[src/rtl/mlp_engine.sv]
// Two-layer dense inference engine (Dense -> ReLU -> Dense) built around one shared signed MAC.
// Build option: define MLP_SAT_EN to saturate outputs to OUT_W instead of two's-complement wrap.
module mlp_engine #(
    parameter int N_IN  = 4,
    parameter int N_HID = 4,
    parameter int N_OUT = 2,
    parameter int DW    = 5,
    parameter int ACC_W = 17,
    parameter int OUT_W = 12,
    parameter int AW    = $clog2(N_IN*N_HID + N_HID*N_OUT)
) (
    input  logic                   clk,
    input  logic                   rst_n,
    input  logic                   wr_en,
    input  logic [AW-1:0]          wr_addr,
    input  logic [DW-1:0]          wr_data,
    input  logic                   in_valid,
    output logic                   in_ready,
    input  logic [N_IN*DW-1:0]     in_data,
    output logic                   out_valid,
    input  logic                   out_ready,
    output logic [N_OUT*OUT_W-1:0] out_data,
    output logic                   busy
);

    localparam int NW = N_IN*N_HID + N_HID*N_OUT;
    localparam int IW = (N_IN  > 1) ? $clog2(N_IN)  : 1;
    localparam int HW = (N_HID > 1) ? $clog2(N_HID) : 1;
    localparam int OW = (N_OUT > 1) ? $clog2(N_OUT) : 1;
    localparam logic [IW-1:0] LAST_I  = IW'(N_IN - 1);
    localparam logic [HW-1:0] LAST_J  = HW'(N_HID - 1);
    localparam logic [OW-1:0] LAST_K  = OW'(N_OUT - 1);
    localparam logic [AW-1:0] W2_BASE = AW'(N_IN*N_HID);

    typedef enum logic [1:0] {IDLE, L1, L2, DONE} state_t;

    state_t                    state;
    logic signed [DW-1:0]      wmem  [NW];
    logic signed [DW-1:0]      x     [N_IN];
    logic signed [ACC_W-1:0]   h     [N_HID];
    logic signed [OUT_W-1:0]   out_r [N_OUT];
    logic signed [ACC_W-1:0]   acc;
    logic [IW-1:0]             cnt_i;
    logic [HW-1:0]             cnt_j;
    logic [OW-1:0]             cnt_k;

    logic [AW-1:0]             w_addr;
    logic signed [DW-1:0]      op_w;
    logic signed [ACC_W-1:0]   op_a;
    logic signed [ACC_W-1:0]   prod;
    logic signed [ACC_W-1:0]   acc_next;

    function automatic logic signed [ACC_W-1:0] relu(input logic signed [ACC_W-1:0] a);
        return a[ACC_W-1] ? '0 : a;
    endfunction

`ifdef MLP_SAT_EN
    localparam logic signed [OUT_W-1:0] OUT_MAX = {1'b0, {(OUT_W-1){1'b1}}};
    localparam logic signed [OUT_W-1:0] OUT_MIN = {1'b1, {(OUT_W-1){1'b0}}};

    function automatic logic signed [OUT_W-1:0] fit(input logic signed [ACC_W-1:0] a);
        if (a > ACC_W'(OUT_MAX))
            return OUT_MAX;
        else if (a < ACC_W'(OUT_MIN))
            return OUT_MIN;
        else
            return a[OUT_W-1:0];
    endfunction
`else
    function automatic logic signed [OUT_W-1:0] fit(input logic signed [ACC_W-1:0] a);
        return a[OUT_W-1:0];
    endfunction
`endif

    // Shared MAC: layer 1 walks x[i]*w1[i][j], layer 2 walks h[j]*w2[j][k]; products wrap in ACC_W.
    always_comb begin
        w_addr   = '0;
        op_a     = '0;
        if (state == L2) begin
            w_addr = W2_BASE + AW'(cnt_j) * AW'(N_OUT) + AW'(cnt_k);
            op_a   = h[cnt_j];
        end else begin
            w_addr = AW'(cnt_i) * AW'(N_HID) + AW'(cnt_j);
            op_a   = ACC_W'(x[cnt_i]);
        end
        op_w     = wmem[w_addr];
        prod     = op_a * ACC_W'(op_w);
        acc_next = acc + prod;
    end

    for (genvar g = 0; g < N_OUT; g++) begin : g_out
        assign out_data[g*OUT_W +: OUT_W] = out_r[g];
    end

    always_ff @(posedge clk or negedge rst_n) begin
        if (!rst_n) begin
            state     <= IDLE;
            in_ready  <= 1'b1;
            out_valid <= 1'b0;
            busy      <= 1'b0;
            acc       <= '0;
            cnt_i     <= '0;
            cnt_j     <= '0;
            cnt_k     <= '0;
            for (int n = 0; n < NW; n++)    wmem[n]  <= '0;
            for (int n = 0; n < N_IN; n++)  x[n]     <= '0;
            for (int n = 0; n < N_HID; n++) h[n]     <= '0;
            for (int n = 0; n < N_OUT; n++) out_r[n] <= '0;
        end else begin
            if (wr_en && state == IDLE && int'(wr_addr) < NW)
                wmem[wr_addr] <= wr_data;

            case (state)
                IDLE: begin
                    if (in_valid) begin
                        for (int n = 0; n < N_IN; n++)
                            x[n] <= in_data[n*DW +: DW];
                        acc      <= '0;
                        cnt_i    <= '0;
                        cnt_j    <= '0;
                        cnt_k    <= '0;
                        in_ready <= 1'b0;
                        busy     <= 1'b1;
                        state    <= L1;
                    end
                end
                L1: begin
                    if (cnt_i == LAST_I) begin
                        h[cnt_j] <= relu(acc_next);
                        acc      <= '0;
                        cnt_i    <= '0;
                        if (cnt_j == LAST_J) begin
                            cnt_j <= '0;
                            state <= L2;
                        end else begin
                            cnt_j <= cnt_j + 1'b1;
                        end
                    end else begin
                        acc   <= acc_next;
                        cnt_i <= cnt_i + 1'b1;
                    end
                end
                L2: begin
                    if (cnt_j == LAST_J) begin
                        out_r[cnt_k] <= fit(acc_next);
                        acc          <= '0;
                        cnt_j        <= '0;
                        if (cnt_k == LAST_K) begin
                            cnt_k     <= '0;
                            out_valid <= 1'b1;
                            state     <= DONE;
                        end else begin
                            cnt_k <= cnt_k + 1'b1;
                        end
                    end else begin
                        acc   <= acc_next;
                        cnt_j <= cnt_j + 1'b1;
                    end
                end
                DONE: begin
                    if (out_ready) begin
                        out_valid <= 1'b0;
                        in_ready  <= 1'b1;
                        busy      <= 1'b0;
                        state     <= IDLE;
                    end
                end
                default: state <= IDLE;
            endcase
        end
    end

endmodule

[config.mk]
export PLATFORM = sky130hd
export DESIGN_NAME = mlp_engine
export DESIGN_NICKNAME = d
export VERILOG_FILES = /design/src/rtl/mlp_engine.sv
export SDC_FILE = /design/constraint.sdc
export NUM_CORES = 1
export LEC_CHECK = 0
export BUFFER_PORTS_ARGS = -buffer_cell sky130_fd_sc_hd__buf_2
export CAP_MARGIN = 15
export CORE_ASPECT_RATIO = 1.1
export CORE_UTILIZATION = 60
export DETAILED_ROUTE_END_ITERATION = 7
export PLACE_DENSITY = 0.79
export SLEW_MARGIN = 0
export SYNTH_ARGS = -nofsm -noshare
export SYNTH_HDL_FRONTEND = slang
export SYNTH_SLANG_ARGS = --single-unit
[constraint.sdc]
create_clock -name clk -period 22.8 [get_ports clk]
set_clock_uncertainty 0.05 [all_clocks]
set_input_delay 4.56 -clock clk [delete_from_list [all_inputs] [get_ports clk]]
set_output_delay 4.56 -clock clk [all_outputs]
set_load 0.005 [all_outputs]
==> impl_metrics.tcl <==
set metrics [dict create \
    run_status "finished, final reports clean" \
    minimum_clock_period_after_layout_ps 8910 \
    n_antenna_cell 0 \
    final.period_utilization_pct 39.1 \
    antenna_violation_net_count_after_detailed_routing 0 \
    holdBufCountCts 0 \
    area_of_the_core_um2 24700 \
    synth.net_count 1447 \
    dieWidth_um 154 \
    drv_cap 0 \
    initial_core_util_pct 61.5 \
    ys_async_sr_fraction_pct 100 \
    gr-max-usage-layer "met2" \
    worst_pin_slew_ps 1160 \
    synth_top_flop_cell "sky130_fd_sc_hd__dfrtp_1" \
    groute.usage.overall_pct 30.2 \
    cts_tree "done" \
    ff2ff_path_depth 26 \
    timing_hold_violations_final 0 \
    worst_reg2reg_path_endpoint "h[45]$_DFFE_PN0P_" \
    synth_sequential_area_ratio_pct 42.0 \
    layout.filler_cells 1811 \
    rr_startpoint "state[0]$_DFFE_PN0P_" \
    hold_path.class "reg -> reg" \
    finish.net_count 1460 \
    yosys_register_bits 255 \
    core.rowCount 60 \
    total_global_routing_overflow 0 \
    buffer_ports.inserted 61 \
    timing.critical_path.required_ps 23240 \
    endpoint "h[45]$_DFFE_PN0P_" \
    syn-instance-count 1316 \
    tritoncts.num_buffers 27 \
    slew_violations 0 \
    layout.cells.most_common "sky130_fd_sc_hd__dfrtp_1" \
    synth_area_per_cell_um2 11.5 \
    post_cts_buffers 0 \
    critical_path.startpoint "state[0]$_DFFE_PN0P_" \
    use_met2_pct 50.7 \
    worst-endpoint-arrival_ps 9350 \
    detail_route.vias_per_cell 6.50 \
    cts-root-to-sink-buffers 3 \
    wire_per_inst_um 22.6 \
    dp_hpwl_mm 25.0 \
    grt_max_degree 91 \
    critical_path.max_fanout 90 \
    clk_pin_slew_ps 70 \
    final.setup.tns_ps 0 \
    ctsRootBufferMaster "sky130_fd_sc_hd__clkbuf_16" \
    drt_drc_violations_left 0 \
    drtPass1Iterations 7 \
    syn_area_um2 15200 \
    r2r_setup_slack_ps 13890 \
    path_class "reg -> reg" \
    max_clock_freq_mhz 112 \
    synth.area.top_cells "sky130_fd_sc_hd__dfrtp_1, sky130_fd_sc_hd__mux2_2, sky130_fd_sc_hd__fa_1" \
    die_h_um 169 \
    synth.largest_area_cell "sky130_fd_sc_hd__dfrtp_1" \
    grt_first_pass_wirelength_mm 61.1 \
    cts_sinks 255 \
    global_routing_met3_resource_utilization_pct 4.10 \
    antenna_violations_before_repair 1 \
    syn_to_final_growth_pct 8.74 \
    setup_viol 0 \
    dr_total_vias 10787 \
    number_of_flops_mapped_to_enable_cells_by_yosys 0 \
    globalRouteMet1Util_pct 39.3 \
    io-pin-count 62 \
    fp.dieArea_um2 26000 \
    rd_place_congestion 0.913 \
    synth_cell_types 73 \
    h-tree-depth 1 \
    most-common-layout-cells "sky130_fd_sc_hd__dfrtp_1, sky130_fd_sc_hd__mux2_2, sky130_fd_sc_hd__inv_1" \
    max-slew-margin-rel_pct 22.4 \
    drtIter0Drc 784 \
    first_global_vias 10974 \
    synthesis.yosys.warnings 0 \
    drive_gt1_share_pct 26.7 \
    setup.worst_path.start_class "flop" \
    synthDominantCellAreaShare_pct 41.8 \
    critical_path.endpoint_type "flop" \
    grt_setup_unrepaired "false" \
    routed_wirelength_mm 37.4 \
    clk-insertion-delay-late_ps 550 \
    post_cts.resized_instances 0 \
]
how the worst min path moves through the flow:
stage,start,endpoint,slack [ps],cells past startpoint
6_report,h[64]$_DFFE_PN0P_,h[64]$_DFFE_PN0P_,440,2
5_1_grt,wmem[71]$_DFFE_PN0P_,wmem[71]$_DFFE_PN0P_,470,1
4_1_cts,h[64]$_DFFE_PN0P_,h[64]$_DFFE_PN0P_,440,2
3_5_place_dp,h[64]$_DFFE_PN0P_,h[64]$_DFFE_PN0P_,430,2
3_3_place_gp,h[30]$_DFFE_PN0P_,h[30]$_DFFE_PN0P_,410,2
2_1_floorplan,h[31]$_DFFE_PN0P_,h[31]$_DFFE_PN0P_,400,2
metal layers:
layer	part of all wire [%]	wire length (um)	vias up
met2	50	18600	434
met5	0	0	-
met3	5.6	2090	109
li1	-	-	4752
met1	40	15100	5492
met4	4.5	1690	0
metrics by stage:
| stage | std cells | area [um^2] | setup WS, ps | hold slack [ps] | util (%) |
|---|---|---|---|---|---|
| after CTS | 1657 | 16500 | 13970 | 445 | 66.8 |
| after global placement | 1608 | 15600 | 14300 | 413 | 63.0 |
| after global routing | 1659 | 16500 | 13360 | 465 | 66.9 |
| final | 1659 | 16500 | 13890 | 442 | 66.9 |
| after floorplan | 1316 | 15200 | 15150 | 400 | - |
| after detailed placement | 1608 | 15600 | 14020 | 430 | 63.0 |
registers in the layout, summed over array words and instances, names as in the netlist:
name	cells
out_data	24
cnt_k	1
x	20
busy	1
out_valid	1
cnt_i	2
h	64
acc	17
in_ready	1
cnt_j	2
state	2
wmem	120
critical path, stage by stage (launching register included):
cell	delay, ps
sky130_fd_sc_hd__dfrtp_1	410
sky130_fd_sc_hd__inv_1	150
sky130_fd_sc_hd__ha_4	330
sky130_fd_sc_hd__buf_4	770
sky130_fd_sc_hd__nor2b_1	320
sky130_fd_sc_hd__o21ai_0	120
sky130_fd_sc_hd__a221o_1	360
sky130_fd_sc_hd__o21ai_0	160
sky130_fd_sc_hd__mux2i_1	140
sky130_fd_sc_hd__mux2_2	430
sky130_fd_sc_hd__nand2b_1	220
sky130_fd_sc_hd__fa_1	490
sky130_fd_sc_hd__fa_1	540
sky130_fd_sc_hd__fa_1	560
sky130_fd_sc_hd__inv_1	60
sky130_fd_sc_hd__fa_1	510
sky130_fd_sc_hd__ha_1	310
sky130_fd_sc_hd__a21oi_1	170
sky130_fd_sc_hd__a2bb2oi_1	270
sky130_fd_sc_hd__a21oi_1	140
sky130_fd_sc_hd__o41ai_2	400
sky130_fd_sc_hd__nor3_1	120
sky130_fd_sc_hd__a2111oi_2	540
sky130_fd_sc_hd__xnor2_2	180
sky130_fd_sc_hd__xnor3_2	430
sky130_fd_sc_hd__nor2_4	370
sky130_fd_sc_hd__a22o_1	220
synth_stat cells, types with 14 or more instances:
cell,count
sky130_fd_sc_hd__a21oi_1,53
sky130_fd_sc_hd__a221oi_1,16
sky130_fd_sc_hd__a22o_1,72
sky130_fd_sc_hd__buf_2,20
sky130_fd_sc_hd__clkbuf_1,47
sky130_fd_sc_hd__dfrtp_1,254
sky130_fd_sc_hd__fa_1,54
sky130_fd_sc_hd__ha_1,42
sky130_fd_sc_hd__inv_1,78
sky130_fd_sc_hd__mux2_2,171
sky130_fd_sc_hd__mux2i_1,40
sky130_fd_sc_hd__mux4_2,26
sky130_fd_sc_hd__nand2_1,61
sky130_fd_sc_hd__nand2b_1,18
sky130_fd_sc_hd__nand3_1,14
sky130_fd_sc_hd__nor2_1,77
sky130_fd_sc_hd__nor2b_1,19
sky130_fd_sc_hd__nor3_1,20
sky130_fd_sc_hd__o21ai_0,27
sky130_fd_sc_hd__o21ai_1,15
sky130_fd_sc_hd__o22ai_1,17
sky130_fd_sc_hd__or2_2,19
sky130_fd_sc_hd__xnor2_1,14
logic make-up (layout without fill, tap and decap cells):
family,Yosys count,after routing,synth area share (%)
adders and majority gates,96,96,10.6
and+or+nand+nor,259,259,8.36
AOI/OAI and AO/OA,268,268,12.9
xor gates and xnor gates,19,19,1.24
buffers and inverters,171,204,4.93
DFF,255,255,42.0
muxes,248,248,20.0
cell type report:
type	count	area (um^2)	area share, %
multi-input cells	890	8080	48.9
inverters	81	304	1.84
clock inverters	16	196	1.19
flip-flops and latches	255	6390	38.7
well taps	310	388	2.35
clock buffers	33	738	4.47
repair buffers	74	433	2.62
Power is left out: the tool's default activity adds up to more than one toggle a clock period on the data nets, which glitch-free logic cannot reach.
